[src/rtl/rs232_pkg.sv]
// rs232_pkg: shared definitions for the RS232 receive controller.
//   rx_state_t  - handshake FSM state encoding
//   DEF_DEPTH   - default receive FIFO depth (entries)
//   DEF_THRESH  - default fill level that raises irq
//   DEF_GAP     - default idle cycles before the gap flag asserts
package rs232_pkg;

  typedef enum logic [1:0] {
    ST_IDLE = 2'd0,
    ST_ACK  = 2'd1,
    ST_WAIT = 2'd2
  } rx_state_t;

  localparam int unsigned DEF_DEPTH  = 16;
  localparam int unsigned DEF_THRESH = 8;
  localparam int unsigned DEF_GAP    = 4000;

endpackage

[src/rtl/rs232_fifo.sv]
// rs232_fifo: synchronous show-ahead byte FIFO.
//   clk, rst    - clock, synchronous active-high reset (pointers/count only)
//   push, din   - write request and data; accepted when not full or when
//                 a pop occurs in the same cycle
//   pop         - read request; ignored while empty
//   dout        - current head (valid while !empty)
//   full, empty - status flags
//   count       - fill level, 0..DEPTH
module rs232_fifo #(
  parameter int unsigned DEPTH = 16
) (
  input  logic                     clk,
  input  logic                     rst,
  input  logic                     push,
  input  logic                     pop,
  input  logic [7:0]               din,
  output logic [7:0]               dout,
  output logic                     full,
  output logic                     empty,
  output logic [$clog2(DEPTH):0]   count
);

  localparam int unsigned AW = $clog2(DEPTH);
  localparam logic [AW:0]   CNT_FULL = (AW+1)'(DEPTH);
  localparam logic [AW:0]   CNT_ONE  = (AW+1)'(1);
  localparam logic [AW-1:0] PTR_ONE  = AW'(1);

  logic [7:0]    mem [DEPTH];
  logic [AW-1:0] wptr;
  logic [AW-1:0] rptr;
  logic          do_push;
  logic          do_pop;

  // A pop frees a slot in the same cycle, so a full FIFO still accepts
  // a push when it is read simultaneously.
  always_comb begin
    do_pop  = pop && !empty;
    do_push = push && (!full || do_pop);
  end

  assign full  = (count == CNT_FULL);
  assign empty = (count == '0);
  assign dout  = mem[rptr];

  always_ff @(posedge clk) begin
    if (rst) begin
      wptr  <= '0;
      rptr  <= '0;
      count <= '0;
    end else begin
      if (do_push) wptr <= wptr + PTR_ONE;
      if (do_pop)  rptr <= rptr + PTR_ONE;
      case ({do_push, do_pop})
        2'b10:   count <= count + CNT_ONE;
        2'b01:   count <= count - CNT_ONE;
        default: ;
      endcase
    end
  end

  always_ff @(posedge clk) begin
    if (do_push) mem[wptr] <= din;
  end

endmodule

[src/rtl/rs232_rx_ctrl.sv]
// rs232_rx_ctrl: receive-side controller between an RS232 receiver and a
// byte consumer. Handshakes each received byte exactly once, buffers it in
// a FIFO, and reports overrun, line-idle gap and an interrupt.
//   clk, rst       - clock, synchronous active-high reset
//   rx_rdy, rx_data- byte-ready level and data from the receiver
//   rx_done        - registered one-cycle acknowledge to the receiver
//   rd             - consumer pop strobe
//   rd_data, avail - FIFO head (show-ahead) and non-empty flag
//   count          - FIFO fill level
//   ovr, ovr_clr   - sticky overrun flag and its clear
//   gap            - line idle GAP cycles with data still pending
//   irq            - registered (count>=THRESH) | gap | ovr
module rs232_rx_ctrl
  import rs232_pkg::*;
#(
  parameter int unsigned DEPTH  = DEF_DEPTH,
  parameter int unsigned THRESH = DEF_THRESH,
  parameter int unsigned GAP    = DEF_GAP
) (
  input  logic                   clk,
  input  logic                   rst,
  input  logic                   rx_rdy,
  input  logic [7:0]             rx_data,
  output logic                   rx_done,
  input  logic                   rd,
  output logic [7:0]             rd_data,
  output logic                   avail,
  output logic [$clog2(DEPTH):0] count,
  output logic                   ovr,
  input  logic                   ovr_clr,
  output logic                   gap,
  output logic                   irq
);

  localparam int unsigned      CW       = $clog2(DEPTH) + 1;
  localparam logic [CW-1:0]    THRESH_C = CW'(THRESH);
  localparam logic [15:0]      GAP_C    = 16'(GAP);
  localparam logic [15:0]      GCNT_ONE = 16'(1);

  rx_state_t   state;
  logic        capture;
  logic        overrun;
  logic        full;
  logic        empty;
  logic [15:0] gcnt;

  // A byte is taken only on the IDLE->ACK transition; the FIFO decides
  // whether it lands (room, or a simultaneous pop) or is dropped.
  always_comb begin
    capture = !rst && (state == ST_IDLE) && rx_rdy;
    overrun = capture && full && !rd;
  end

  rs232_fifo #(.DEPTH(DEPTH)) u_fifo (
    .clk   (clk),
    .rst   (rst),
    .push  (capture),
    .pop   (rd),
    .din   (rx_data),
    .dout  (rd_data),
    .full  (full),
    .empty (empty),
    .count (count)
  );

  assign avail = !empty;
  // Combinational on count so gap falls in the same cycle the FIFO empties.
  assign gap   = (gcnt == GAP_C) && !empty;

  always_ff @(posedge clk) begin
    if (rst) begin
      state   <= ST_IDLE;
      rx_done <= 1'b0;
    end else begin
      rx_done <= 1'b0;
      case (state)
        ST_IDLE: begin
          if (rx_rdy) begin
            state   <= ST_ACK;
            rx_done <= 1'b1;
          end
        end
        ST_ACK:  state <= ST_WAIT;
        ST_WAIT: if (!rx_rdy) state <= ST_IDLE;
        default: state <= ST_IDLE;
      endcase
    end
  end

  always_ff @(posedge clk) begin
    if (rst) begin
      ovr  <= 1'b0;
      gcnt <= '0;
      irq  <= 1'b0;
    end else begin
      // Overrun wins over a same-cycle clear.
      if (overrun)      ovr <= 1'b1;
      else if (ovr_clr) ovr <= 1'b0;

      if (capture)            gcnt <= '0;
      else if (gcnt != GAP_C) gcnt <= gcnt + GCNT_ONE;

      irq <= (count >= THRESH_C) || gap || ovr;
    end
  end

endmodule

[config.mk]
export PLATFORM = sky130hd
export DESIGN_NAME = rs232_rx_ctrl
export DESIGN_NICKNAME = d
export VERILOG_FILES = /design/src/rtl/rs232_pkg.sv /design/src/rtl/rs232_fifo.sv /design/src/rtl/rs232_rx_ctrl.sv
export SDC_FILE = /design/constraint.sdc
export NUM_CORES = 1
export LEC_CHECK = 0
export CAP_MARGIN = 15
export CORE_ASPECT_RATIO = 1.75
export CORE_MARGIN = 2
export CORE_UTILIZATION = 55
export CTS_CLUSTER_DIAMETER = 50
export DETAILED_ROUTE_END_ITERATION = 7
export GPL_ROUTABILITY_DRIVEN = 0
export GPL_TIMING_DRIVEN = 0
export HOLD_SLACK_MARGIN = 0.05
export PLACE_DENSITY_LB_ADDON = 0.2
export SETUP_SLACK_MARGIN = 0.05
export SLEW_MARGIN = 20
export SYNTH_ARGS = -nofsm -noshare
export SYNTH_HDL_FRONTEND = slang
export SYNTH_SLANG_ARGS = --single-unit
[constraint.sdc]
create_clock -name clk -period 6.8 [get_ports clk]
set_clock_uncertainty 0.1 [all_clocks]
set_input_delay 1.36 -clock clk [delete_from_list [all_inputs] [get_ports clk]]
set_output_delay 1.36 -clock clk [all_outputs]
set_load 0.01 [all_outputs]
==> results of run 1 <==
-- logic make-up (layout without fill, tap and decap cells) --
| family | after synthesis | in the layout | synth area share (%) |
|---|---|---|---|
| and+or+nand+nor | 122 | 122 | 9.61 |
| xor gates and xnor gates | 17 | 17 | 2.20 |
| DFF | 166 | 166 | 68.0 |
| buffers and inverters | 33 | 95 | 2.03 |
| adders and majority gates | 11 | 11 | 2.03 |
| muxes | 37 | 37 | 11.4 |
| AOI/OAI and AO/OA | 45 | 45 | 4.71 |
-- worst min-delay path by stage --
stage | to | cells after the start
2_1_floorplan | gcnt[15] | 2
3_3_place_gp | gcnt[15] | 2
3_5_place_dp | rx_done | 1
4_1_cts | gcnt[15] | 2
5_1_grt | gcnt[15] | 2
6_report | gcnt[10] | 2
-- cell usage after synthesis, types with 3 or more instances --
| library cell | count | share of area [%] |
|---|---|---|
| mux4_2 | 32 | 11 |
| nor3_1 | 7 | 0.52 |
| nand4_1 | 8 | 0.74 |
| nor4_1 | 4 | 0.37 |
| or3_1 | 5 | 0.46 |
| clkbuf_1 | 11 | 0.61 |
| o21ai_0 | 6 | 0.44 |
| xor2_1 | 10 | 1.3 |
| nor4b_1 | 3 | 0.39 |
| xnor2_1 | 7 | 0.91 |
| nor2b_1 | 3 | 0.28 |
| nand2b_1 | 6 | 0.55 |
| buf_2 | 5 | 0.37 |
| edfxtp_1 | 128 | 57 |
| nor2_1 | 39 | 2.2 |
| mux2i_1 | 5 | 0.74 |
| and4_1 | 3 | 0.39 |
| inv_1 | 12 | 0.67 |
| dfxtp_1 | 38 | 11 |
| a22oi_1 | 16 | 1.8 |
| a21oi_1 | 9 | 0.67 |
| ha_1 | 11 | 2.0 |
| buf_1 | 4 | 0.22 |
| nand2_1 | 18 | 1.0 |
| nand3_1 | 10 | 0.74 |
-- sequential cells by signal (all words and copies together), names as in the netlist, named ones only --
register	cells
u_fifo.wptr	4
state	2
rx_done	1
u_fifo.rptr	4
u_fifo.mem	128
gcnt	16
u_fifo.count	5
ovr	1
irq	1
-- area by class of cell --
class / instances / area (um^2) / area share [%]
Clock buffer: 18 / 429 / 5.42
Tap cell: 165 / 206 / 2.61
Clock inverter: 14 / 189 / 2.39
Buffer: 21 / 92.6 / 1.17
Sequential cell: 166 / 4600 / 58.2
Timing Repair Buffer: 30 / 300 / 3.79
Inverter: 12 / 45.0 / 0.569
Multi-Input combinational cell: 232 / 2050 / 25.9
-- metal layers --
layer / vias to the layer above / track usage [%] / share of wire (%)
met4: 0 / 10.8 / 3.2
li1: 1785 / - / -
met3: 25 / 4.06 / 3.3
met1: 1922 / 23.8 / 36
met5: - / 0 / 0
met2: 104 / 40.5 / 57
-- layout by cell type (no fill, tap or decap), types with 5 or more instances in the layout --
cell type,count
a21oi_1,9
a22oi_1,16
buf_2,5
clkbuf_1,12
clkbuf_16,17
clkdlybuf4s50_1,30
dfxtp_1,38
edfxtp_1,128
ha_1,11
inv_1,12
mux2i_1,5
mux4_2,32
nand2_1,18
nand2b_1,6
nand3_1,10
nand4_1,8
nor2_1,39
o21ai_0,6
or3_1,5
xnor2_1,7
xor2_1,10
-- worst max-delay path, cell delays in order, from the launching register on --
cell             delay (ns)
dfxtp_1                0.31
clkbuf_1               0.34
buf_2                  0.43
mux4_2                 0.59
a22oi_1                0.27
nand2_1                0.09
clkdlybuf4s50_1        0.48
-- power by group through the flow --
| stage | clock [mW] | sequential, mW | combinational [mW] |
|---|---|---|---|
| global route | 1.04 | 1.15 | 0.612 |
| global placement | 0 | 1.17 | 0.559 |
| CTS | 1.00 | 1.15 | 0.578 |
| detailed placement | 0 | 1.17 | 0.574 |
| finish | 0.989 | 1.15 | 0.567 |
| floorplan | 0 | 1.17 | 0.373 |
==> results.md, run 1 <==
* Final TNS setup at 0 ns
* Worst hold path class: reg -> reg
* Register area share after synthesis at 68.0%
* Core area at 0.0120 mm^2
* Placed inst area at 0.00730 mm^2
* IO Port Bufs at 30
* Yosys warnings at 0
* Detail Placement HPWL at 9360 um
* Number of flops mapped to enable cells by yosys at 128
* Comb pwr share at 21.0%
* CTS resizes at 0
* Sw Share at 26.4%
* Reg2reg end: u_fifo.count[4]
* Worst Path Required at 5.34 ns
* DR vias at 3,836
* Peak supply drop at 0.000222 V
* Library cells used by synthesis at 50
* Share of layout cells above drive strength 1 at 16.2%
* Antenna cells at 0
* Critical Path Start Type: register
* Postcts setup bufs at 0
* Max Root-Sink Buffers at 2
* Worst Setup End Kind: output pin
* First-pass GRT wire length at 20,900 um
* Starting Density at 56.4%
* DR WL/cell at 20.4 um
* Sequential share of power at 42.5%
* Root cell of the clock tree: clkbuf_16
* Worst skew pair latency at 0.42 ns
* Residual DRC at 0
* Cts hold-fix bufs at 0
* Final Hold Fails at 0
* Top FF cell, synth: edfxtp_1
* Worst r2r src: u_fifo.count[1]
* Global-route usage over all layers at 22.1%
* Die Area at 0.0132 mm^2
* Design area at 0.00791 mm^2
* P_int at 1.99 mW
* CTS clock-pin slew for the worst setup and hold paths at 0.06 ns
* Share of flip-flops with an asynchronous set or reset at 0%
* Switching power at 0.714 mW
* Total leakage power at 2.56 nW
* Hold wc startpoint: gcnt[10]
* Post-route ant nets at 0
* Inst Count DP at 626
* Crit share post-route at 64.6%
* Total power at 2.71 mW
* Yosys reg bits at 166
* Area growth syn-to-layout at 16.9%
* Fill cells at 861
* Pins Over Slew Limit at 0
* Crit Path Class: reg -> out
* Clock power share at 36.6%
* H-tree depth at 4
* Setup WS post-layout at 2.41 ns
* Max-slew headroom at 48.1%
* Worst hold margin at 0.410 ns
* Flop2flop setup slack at 3.49 ns
* Power per cell area at 342 mW/mm^2
* Setup-failing EPs final at 0
* Io pins at 31
* Via density at 5.83
* Setup slack at placement at 2.26 ns
* WL final at 13,400 um
* First drt pass iteration count at 4
* Clk sinks at 166
* RSZ-0062 raised after global routing: false
* Pin count of the biggest net entering global routing at 17
* Number of global-route vias before repair at 3,998
* Max Cap Viol at 0
* Total gr overflow at 0
* Min Tclk post-route at 4.39 ns
* CP Capture Point: rd_data[3]
* Post-Syn Instances at 431
* Worst slew pin tran at 0.776 ns
* Mapped cell area at 0.00677 mm^2
* Finished Core Util at 65.9%
* Syn_area_per_cell at 15.7 um^2
* Final non-filler cell total at 658
* CTS tree: done
* Die Height at 151 um
* Drt initial violations at 243
* Initial antenna violation count at 0
* Fin nets at 504
* Critical-path maximum fanout at 10
* Row count at 53
* Fmax at 228 MHz
* Syn nets at 455
* Critical path data arrival time at 2.93 ns
* Cts bufs inserted at 17
* Die width at 87.9 um
* R2R depth at 12
* Status: completed
Note: power is estimated with default switching activity, not from simulation.
==> run 2, diff against run 1 <==
CORE_UTILIZATION = 54   (was 55)
clock period = 3.9 ns   (was 6.8 ns; I/O delays follow)
==> run 2 against run 1 <==
Global-route usage shrank 1.3 points. Via count shrank 2.2%. Non-clock buffer count is the same. First-iteration DRC count grew 1.6%. Critical path depth is the same. Power grew 71%. Die area grew 1.8%. Clock power grew 65%. Setup slack lost 2.2 ns. Hold slack lost 0.0023 ns. Combinational power grew 74%. Design area shrank 0.21%. Critical path type unchanged.
==> results.md, run 2 (same netlist as run 1, synthesis figures left out) <==
* Worst skew pair latency at 0.42 ns (about the same)
* Worst path cell trace: clkbuf_1, clkbuf_4, mux4_2, a22oi_1, nand2_1, clkdlybuf4s50_1
* IO Port Bufs at 30 (unchanged)
* Fill cells at 920 (+6.9%)
* Max Root-Sink Buffers at 2 (unchanged)
* Drt initial violations at 247 (+1.6%)
* WL final at 13,000 um (-3.3%)
* Critical Path Start Type: register
* Area growth syn-to-layout at 16.7%
* Inst Count DP at 629 (+0.48%)
* Die Height at 152 um (+0.90%)
* Share of layout cells above drive strength 1 at 16.2% (unchanged)
* Min Tclk post-route at 3.66 ns
* Die Area at 0.0135 mm^2 (+1.8%)
* Finished Core Util at 63.9% (-2.1 points)
* Core area at 0.0124 mm^2 (+3.0%)
* Total gr overflow at 0 (unchanged)
* Row count at 54 (+1.9%)
* Most common cell after layout, fill and taps aside: edfxtp_1
* Worst Path Required at 3.02 ns (-2.32 ns)
* Io pins at 31 (unchanged)
* Final Hold Fails at 0 (unchanged)
* Pin count of the biggest net entering global routing at 18 (+1)
* Crit share post-route at 94.0%
* DR vias at 3,753 (-2.2%)
* First drt pass iteration count at 4 (unchanged)
* Most frequent cells in the layout: 128 x edfxtp_1, 39 x nor2_1, 38 x dfxtp_1
* Post-route ant nets at 0 (unchanged)
* Worst hold margin at 0.408 ns (-0.00230 ns)
* Max Cap Viol at 0 (unchanged)
* Detail Placement HPWL at 9070 um (-3.0%)
* Max FFs per register at 128 (unchanged)
* Root cell of the clock tree: clkbuf_16
* Worst Setup End Kind: output pin
* Pins Over Slew Limit at 0 (unchanged)
* Gate family responsible for the most delay along the worst path: buffers and inverters
* Die width at 88.6 um (+0.88%)
* Total leakage power at 2.55 nW (-0.49%)
* Residual DRC at 0 (unchanged)
* Design area at 0.00790 mm^2 (-0.21%)
* Initial antenna violation count at 0 (unchanged)
* Peak supply drop at 0.000456 V (+110%)
* Slowest CP cell: mux4_2
* WP buf/inv at 3 (unchanged)
* Crit Path Class: reg -> out
* H-tree depth at 4 (unchanged)
* Worst slew pin tran at 0.771 ns (-0.00559 ns)
* Critical-path maximum fanout at 10 (unchanged)
* Fin nets at 504 (unchanged)
* Placed inst area at 0.00730 mm^2 (about the same)
* Final non-filler cell total at 661 (+0.46%)
* FF/Latch Area at 0.00460 mm^2 (unchanged)
* Clk sinks at 166 (unchanged)
* Critical path data arrival time at 2.78 ns (-0.15 ns)
* Final TNS setup at 0 ns (unchanged)
* Regs by FF count: u_fifo.mem x128, gcnt x16, u_fifo.count x5
* Power per cell area at 585 mW/mm^2 (+71%)
* CTS tree: done
* RSZ-0062 raised after global routing: false
* Antenna cells at 0 (unchanged)
* Setup-failing EPs final at 0 (unchanged)
* Fmax at 273 MHz
* Multi-input logic area at 0.00205 mm^2 (unchanged)
* Worst hold path class: reg -> reg
* First-pass GRT wire length at 20,300 um (-2.9%)
* Status: completed
* CP max stage delay at 0.58 ns (about the same)
* DR WL/cell at 19.6 um (-3.7%)
* Number of global-route vias before repair at 3,822 (-4.4%)
* Top reg by flops: u_fifo.mem
* Cts bufs inserted at 17 (unchanged)
* Via density at 5.68 (-2.6%)
* Global-route usage over all layers at 20.8% (-1.3 points)
* Starting Density at 54.7% (-1.6 points)
* CTS clock-pin slew for the worst setup and hold paths at 0.06 ns (about the same)
* Max-slew headroom at 48.4% (+0.37 points)
==> run 2: cell count changes in the layout (fill, tap and decap cells not counted), sizes merged <==
| cell | previous run | this run |
|---|---|---|
| buf | 10 | 7 |
| clkbuf | 29 | 32 |
| inv | 18 | 20 |
| bufinv | 3 | 1 |
==> run 2: per-stage QoR <==
step,setup WS (ns),power (mW)
floorplan,0.828,2.69
global placement,0.0469,3.02
detailed placement,0.00826,3.04
CTS,0.114,4.67
global route,0.104,4.81
finish,0.235,4.62
==> run 2: layout make-up <==
cell class	count	area share, %
Inverter	12	0.570
Tap cell	168	2.66
Clock inverter	14	2.04
Sequential cell	166	58.3
Buffer	21	1.27
Multi-Input combinational cell	232	25.9
Timing Repair Buffer	30	3.80
Clock buffer	18	5.43
==> run 2: worst register-to-register path, stage by stage, from the launching register on <==
cell      delay (ns)
dfxtp_1         0.38
or4_4           0.56
buf_6           0.15
o21ai_2         0.26
inv_1           0.11
ha_1            0.23
clkbuf_1        0.21
xor2_1          0.20
ha_1            0.22
a21oi_1         0.20
a221oi_1        0.15
or4_1           0.41
nand4_1         0.08
==> run 2: metal layers <==
layer | wire (um) | share of wire, % | GRT usage [%] | up-vias
met3 | 407 | 3.1 | 4.29 | 16
met4 | 356 | 2.7 | 9.74 | 0
li1 | - | - | - | 1780
met2 | 7360 | 57 | 36.0 | 83
met1 | 4860 | 37 | 24.1 | 1874
met5 | 0 | 0 | 0 | -
==> run 2: final timing paths <==
kind	from	endpoint	slack, ns	cells past startpoint
worst max register to register	u_fifo.count[0]	u_fifo.count[4]	0.59	12
worst min register to register	gcnt[10]	gcnt[10]	0.41	2
worst min-delay path	gcnt[10]	gcnt[10]	0.41	2
worst max-delay path	register	rd_data[2]	0.24	6
==> run 2: power by group <==
| group | switching [mW] | internal, mW | total, mW |
|---|---|---|---|
| Combinational | 0.486 | 0.499 | 0.986 |
| Clock | 0.715 | 0.913 | 1.63 |
| Sequential | 0.0495 | 1.95 | 2.00 |
| Total | 1.25 | 3.37 | 4.62 |
==> run 2: timing repair <==
item	CTS	global route
hold buffers	0	0
resized for setup	0	3
buffers inserted	0	0
setup endpoints to repair	0	5
==> variant 1, RTL diff (config.mk and constraints of run 1) <==
The 3 states of `rx_state_t` get a one-hot encoding in 3 bits.
--- a/src/rtl/rs232_pkg.sv
+++ b/src/rtl/rs232_pkg.sv
@@ -7,6 +7,6 @@
 
-  typedef enum logic [1:0] {
-    ST_IDLE = 2'd0,
-    ST_ACK  = 2'd1,
-    ST_WAIT = 2'd2
+  typedef enum logic [2:0] {
+    ST_IDLE = 3'b001,
+    ST_ACK  = 3'b010,
+    ST_WAIT = 3'b100
   } rx_state_t;
Check against the original RTL: same outputs for any inputs over 4 cycles, from zero or initial values and one cycle with rst high; so few cycles prove little.
==> variant 1 against run 1 <==
Die area fell by 0.51%. Sequential cell count up 1. Worst hold slack got worse by 0.036 ns. Synthesized cell count decreased by 7.4%. Core utilization down 0.42 points. Wire length down 6.0%. Power is 6.8% lower. Count of clock-buffer cells in the layout is the same. Setup slack worse by 0.075 ns. Via count is 6.5% lower. Final area decreased by 0.63%. Synthesized area is 0.54% lower. Largest power group unchanged.
==> variant 1: results (changes against run 1) <==
Setup path
  – Worst Path Arrival: 3.01 ns (+0.08 ns)
  – Delay-heaviest family, CP: buffers and inverters
  – CP max stage delay: 0.62 ns (+0.03 ns)
  – Max FO, Critical Path: 10 (unchanged)

Global route
  – Total track usage: 0.212 (-0.00896)
  – Number of global-route vias before repair: 3,733 (-6.6%)
  – First-pass GRT wire length: 20.1 mm (-3.6%)

Yosys
  – Synth area leaders: edfxtp_1 57%, mux4_2 13%, dfxtp_1 12%, nor2_1 1.9%, ha_1 1.5%
  – Syn nets: 420 (-7.7%)
  – Syn. warnings: 0 (unchanged)
  – Post-synthesis sequential area ratio: 0.687 (+0.00664)
  – Distinct cells, synth: 50 (unchanged)
  – Ys async rst share: 0 (unchanged)
  – Syn Area/Cell: 16.9 µm² (+7.4%)
  – Leading cell types by count after synthesis: 128 x edfxtp_1, 40 x mux4_2, 39 x dfxtp_1, 34 x nor2_1, 12 x clkbuf_1
  – Ys flop type: edfxtp_1
  – Post-synth EDFFs: 128 (unchanged)

Placement
  – DP HPWL: 8.97 mm (-4.2%)
  – Post-placement cell count: 598 (-4.5%)
  – DP Area: 7290 µm² (about the same)

Routing
  – DR iter-0 viols: 238 (-2.1%)
  – Via Count: 3,587 (-6.5%)
  – Drt first pass iters: 4 (unchanged)
  – DRC viols: 0 (unchanged)
  – DRT Wirelength: 12.6 mm (-6.0%)

Hold path
  – HP Class: flip-flop to flip-flop

Cells and area
  – Nets: 473 (-6.2%)
  – Non-Filler Instances: 630 (-4.3%)
  – ANT cells: 0 (unchanged)
  – Share of cells above drive strength 1: 0.194 (+0.0313)
  – Top Registers: u_fifo.mem (128), gcnt (16), u_fifo.count (5)

Power
  – Leak pwr: 2.53 nW (-1.4%)
  – VDD IR max: 0.212 mV (-4.5%)
  – Internal power: 1.87 mW (-6.1%)

Status
  – Status: finished, final reports clean

Run
  – Max_cap viols: 0 (unchanged)

Clock network
  – Post-CTS setup buffers: 0 (unchanged)
  – Gates resized, CTS repair: 0 (unchanged)
  – Clock-pin transition on the worst setup and hold timing paths: 0.07 ns
  – CTS Buf Count: 17 (unchanged)
  – CTS Buffer Depth: 2 (unchanged)

STA
  – Worst slew pin tran: 0.884 ns (+0.107 ns)
## variant 1: per-layer routing
metal / vias up / track usage / share of wire
li1: 1684 / - / -
met1: 1798 / 0.229 / 0.35
met2: 88 / 0.402 / 0.60
met3: 17 / 0.0444 / 0.032
met4: 0 / 0.0700 / 0.019
met5: - / 0 / 0
## variant 1: worst paths after layout
| kind | from | to | slack [ns] | cells after the start |
|---|---|---|---|---|
| setup / recovery | flip-flop | rd_data[7] | 2.33 | 5 |
| hold / removal | state[0]$_SDFFE_PP1P_ | state[2]$_SDFFE_PP0P_ | 0.37 | 1 |
| setup reg to reg | u_fifo.count[1]$_SDFFE_PP0P_ | u_fifo.count[4]$_SDFFE_PP0P_ | 3.63 | 8 |
| hold reg to reg | state[0]$_SDFFE_PP1P_ | state[2]$_SDFFE_PP0P_ | 0.37 | 1 |
## variant 1: power by group through the flow
stage | clock (mW) | combinational, mW | sequential, mW
after global routing | 0.966 | 0.493 | 1.16
after global placement | 0 | 0.450 | 1.18
after detailed placement | 0 | 0.461 | 1.18
final | 0.906 | 0.457 | 1.16
after CTS | 0.923 | 0.464 | 1.16
after floorplan | 0 | 0.290 | 1.18
## variant 1: cell type report
type / instances / area (µm²)
buffer: 19 / 82.6
clock buffer: 18 / 429
clock inverter: 14 / 140
fill: 843 / 4140
inverter: 11 / 41.3
multi-input combinational: 202 / 2010
sequential: 167 / 4620
tap: 165 / 206
timing repair buffer: 34 / 330
## variant 1: kinds of logic (layout without fill, tap and decap cells)
kind of cell,count (synthesis),in the layout,synth area share
adder cells (fa/ha/maj),8,8,0.0149
multiplexers,47,47,0.145
AND/OR/NAND/NOR,102,102,0.0831
buffers and inverters,30,96,0.0184
flip-flops,167,167,0.687
AO/OA/AOI/OAI,30,30,0.0327
XOR/XNOR,15,15,0.0195
## variant 1: per-stage QoR
stage                      util  setup slack [ns]
after floorplan               -              3.35
after global placement    0.603              2.24
after detailed placement  0.608              2.28
after CTS                 0.655              2.28
after global routing      0.655              2.16
final                     0.655              2.33
==> variant 2, RTL diff (settings of run 1) <==
Made on the original files. The package constant `DEF_THRESH` goes from 8 to 4.
--- a/src/rtl/rs232_pkg.sv
+++ b/src/rtl/rs232_pkg.sv
@@ -14,3 +14,3 @@
   localparam int unsigned DEF_DEPTH  = 16;
-  localparam int unsigned DEF_THRESH = 8;
+  localparam int unsigned DEF_THRESH = 4;
   localparam int unsigned DEF_GAP    = 4000;
Check against the original RTL: no difference found for any inputs over 4 cycles, from zero or initial values and one cycle with rst high; that may be too few to reach the edited logic, so the function may still have changed.
==> variant 2 against run 1 <==
Final area shrank 3.2%. Setup slack lost 0.16 ns. Die area shrank 2.5%. Non-clock buffer count shrank 3. Wire length shrank 5.7%. Via count shrank 10%. Sequential cell count is the same. Sequential power is essentially flat. Maximum frequency shrank 3.5%. Clock power shrank 4.4%. Power shrank 4.7%. Synthesized area shrank 2.6%. Core utilization shrank 0.15 points. Largest cell class unchanged. Highest routed layer unchanged.
==> variant 2: results (changes against run 1) <==
Status
  – Status: finished, final reports clean

Global route
  – First-pass GRT wire length: 20.1 mm (-3.8%)
  – Number of global-route vias before repair: 3,643 (-8.9%)
  – Total track usage: 0.220 (-0.000884)

Yosys
  – Leading cell types by count after synthesis: 128 x edfxtp_1, 46 x nor2_1, 40 x mux4_2, 38 x dfxtp_1, 17 x xor2_1
  – Syn nets: 412 (-9.5%)
  – Post-synthesis sequential area ratio: 0.698 (+0.0181)
  – Syn Area/Cell: 16.9 µm² (+7.7%)
  – Distinct cells, synth: 41 (-18%)
  – Synth area leaders: edfxtp_1 58%, mux4_2 14%, dfxtp_1 12%, nor2_1 2.6%, xor2_1 2.3%
  – Post-synth top area share: 0.583 (+0.0151)

STA
  – Worst slew pin tran: 0.915 ns (+0.138 ns)

Placement
  – Post-placement cell count: 554 (-12%)
  – Port bufs: 29 (-3.3%)
  – DP HPWL: 8.63 mm (-7.7%)

Routing
  – Drt wl/cell: 21.6 µm (+6.1%)
  – Routed vias/inst: 5.88 (+0.81%)

Cells and area
  – Share of cells above drive strength 1: 0.204 (+0.0422)
  – Nets: 460 (-8.7%)
  – Non-Filler Instances: 585 (-11%)

Clock network
  – Post-CTS setup buffers: 0 (unchanged)
  – CTS Root Buffer Type: clkbuf_16

Power
  – Logic power comb: 0.489 mW (-14%)
  – Leak pwr: 2.50 nW (-2.6%)
  – Internal power: 1.92 mW (-3.8%)
  – Seq pwr share: 0.444 (+0.019)
  – VDD IR max: 0.222 mV (-0.36%)
  – Comb pwr share: 0.189 (-0.021)

Setup path
  – CP max stage delay: 0.61 ns (+0.02 ns)
[variant 2: final timing paths]
check | end | slack, ns | start | cells past startpoint
max | rd_data[2] | 2.25 | flip-flop | 5
min | state[1]$_SDFFE_PP0P_ | 0.40 | state[1]$_SDFFE_PP0P_ | 2
max reg2reg | u_fifo.mem[1][5]$_DFFE_PP_ | 4.11 | state[1]$_SDFFE_PP0P_ | 6
min reg2reg | state[1]$_SDFFE_PP0P_ | 0.40 | state[1]$_SDFFE_PP0P_ | 2
[variant 2: stage by stage]
| stage | worst slack (ns) | hold WS [ns] | utilization | area [µm²] |
|---|---|---|---|---|
| 6_report | 2.25 | 0.400 | 0.658 | 7660 |
| 5_1_grt | 2.10 | 0.419 | 0.658 | 7660 |
| 4_1_cts | 2.18 | 0.401 | 0.658 | 7660 |
| 3_5_place_dp | 2.67 | 0.379 | 0.607 | 7070 |
| 3_3_place_gp | 2.30 | 0.368 | 0.606 | 7050 |
| 2_1_floorplan | 3.22 | 0.355 | - | 6590 |
[variant 2: logic make-up after synthesis]
kind of cell / Yosys count / share of synthesized area
compound gates: 23 / 0.0241
xor+xnor: 23 / 0.0305
fa+ha+maj: 9 / 0.0171
buf+inv: 28 / 0.0201
flops: 166 / 0.698
mux: 41 / 0.138
simple gates: 100 / 0.0717
[variant 2: per-layer routing]
metal	vias to the layer above	global-route usage	share of wire	wire (µm)
met3	20	0.0598	0.035	448
li1	1593	-	-	-
met4	0	0.108	0.033	412
met5	-	0	0	0
met1	1749	0.239	0.37	4670
met2	76	0.389	0.56	7130
[variant 2: cell type report]
cell class              instances  area (µm²)
flip-flops and latches        166        4600
clock buffers                  17         425
multi-input cells             196        1880
well taps                     135         169
clock inverters                14         163
repair buffers                 29         290
plain buffers                  19        98.8
fillers                       789        3990
inverters                       9        33.8
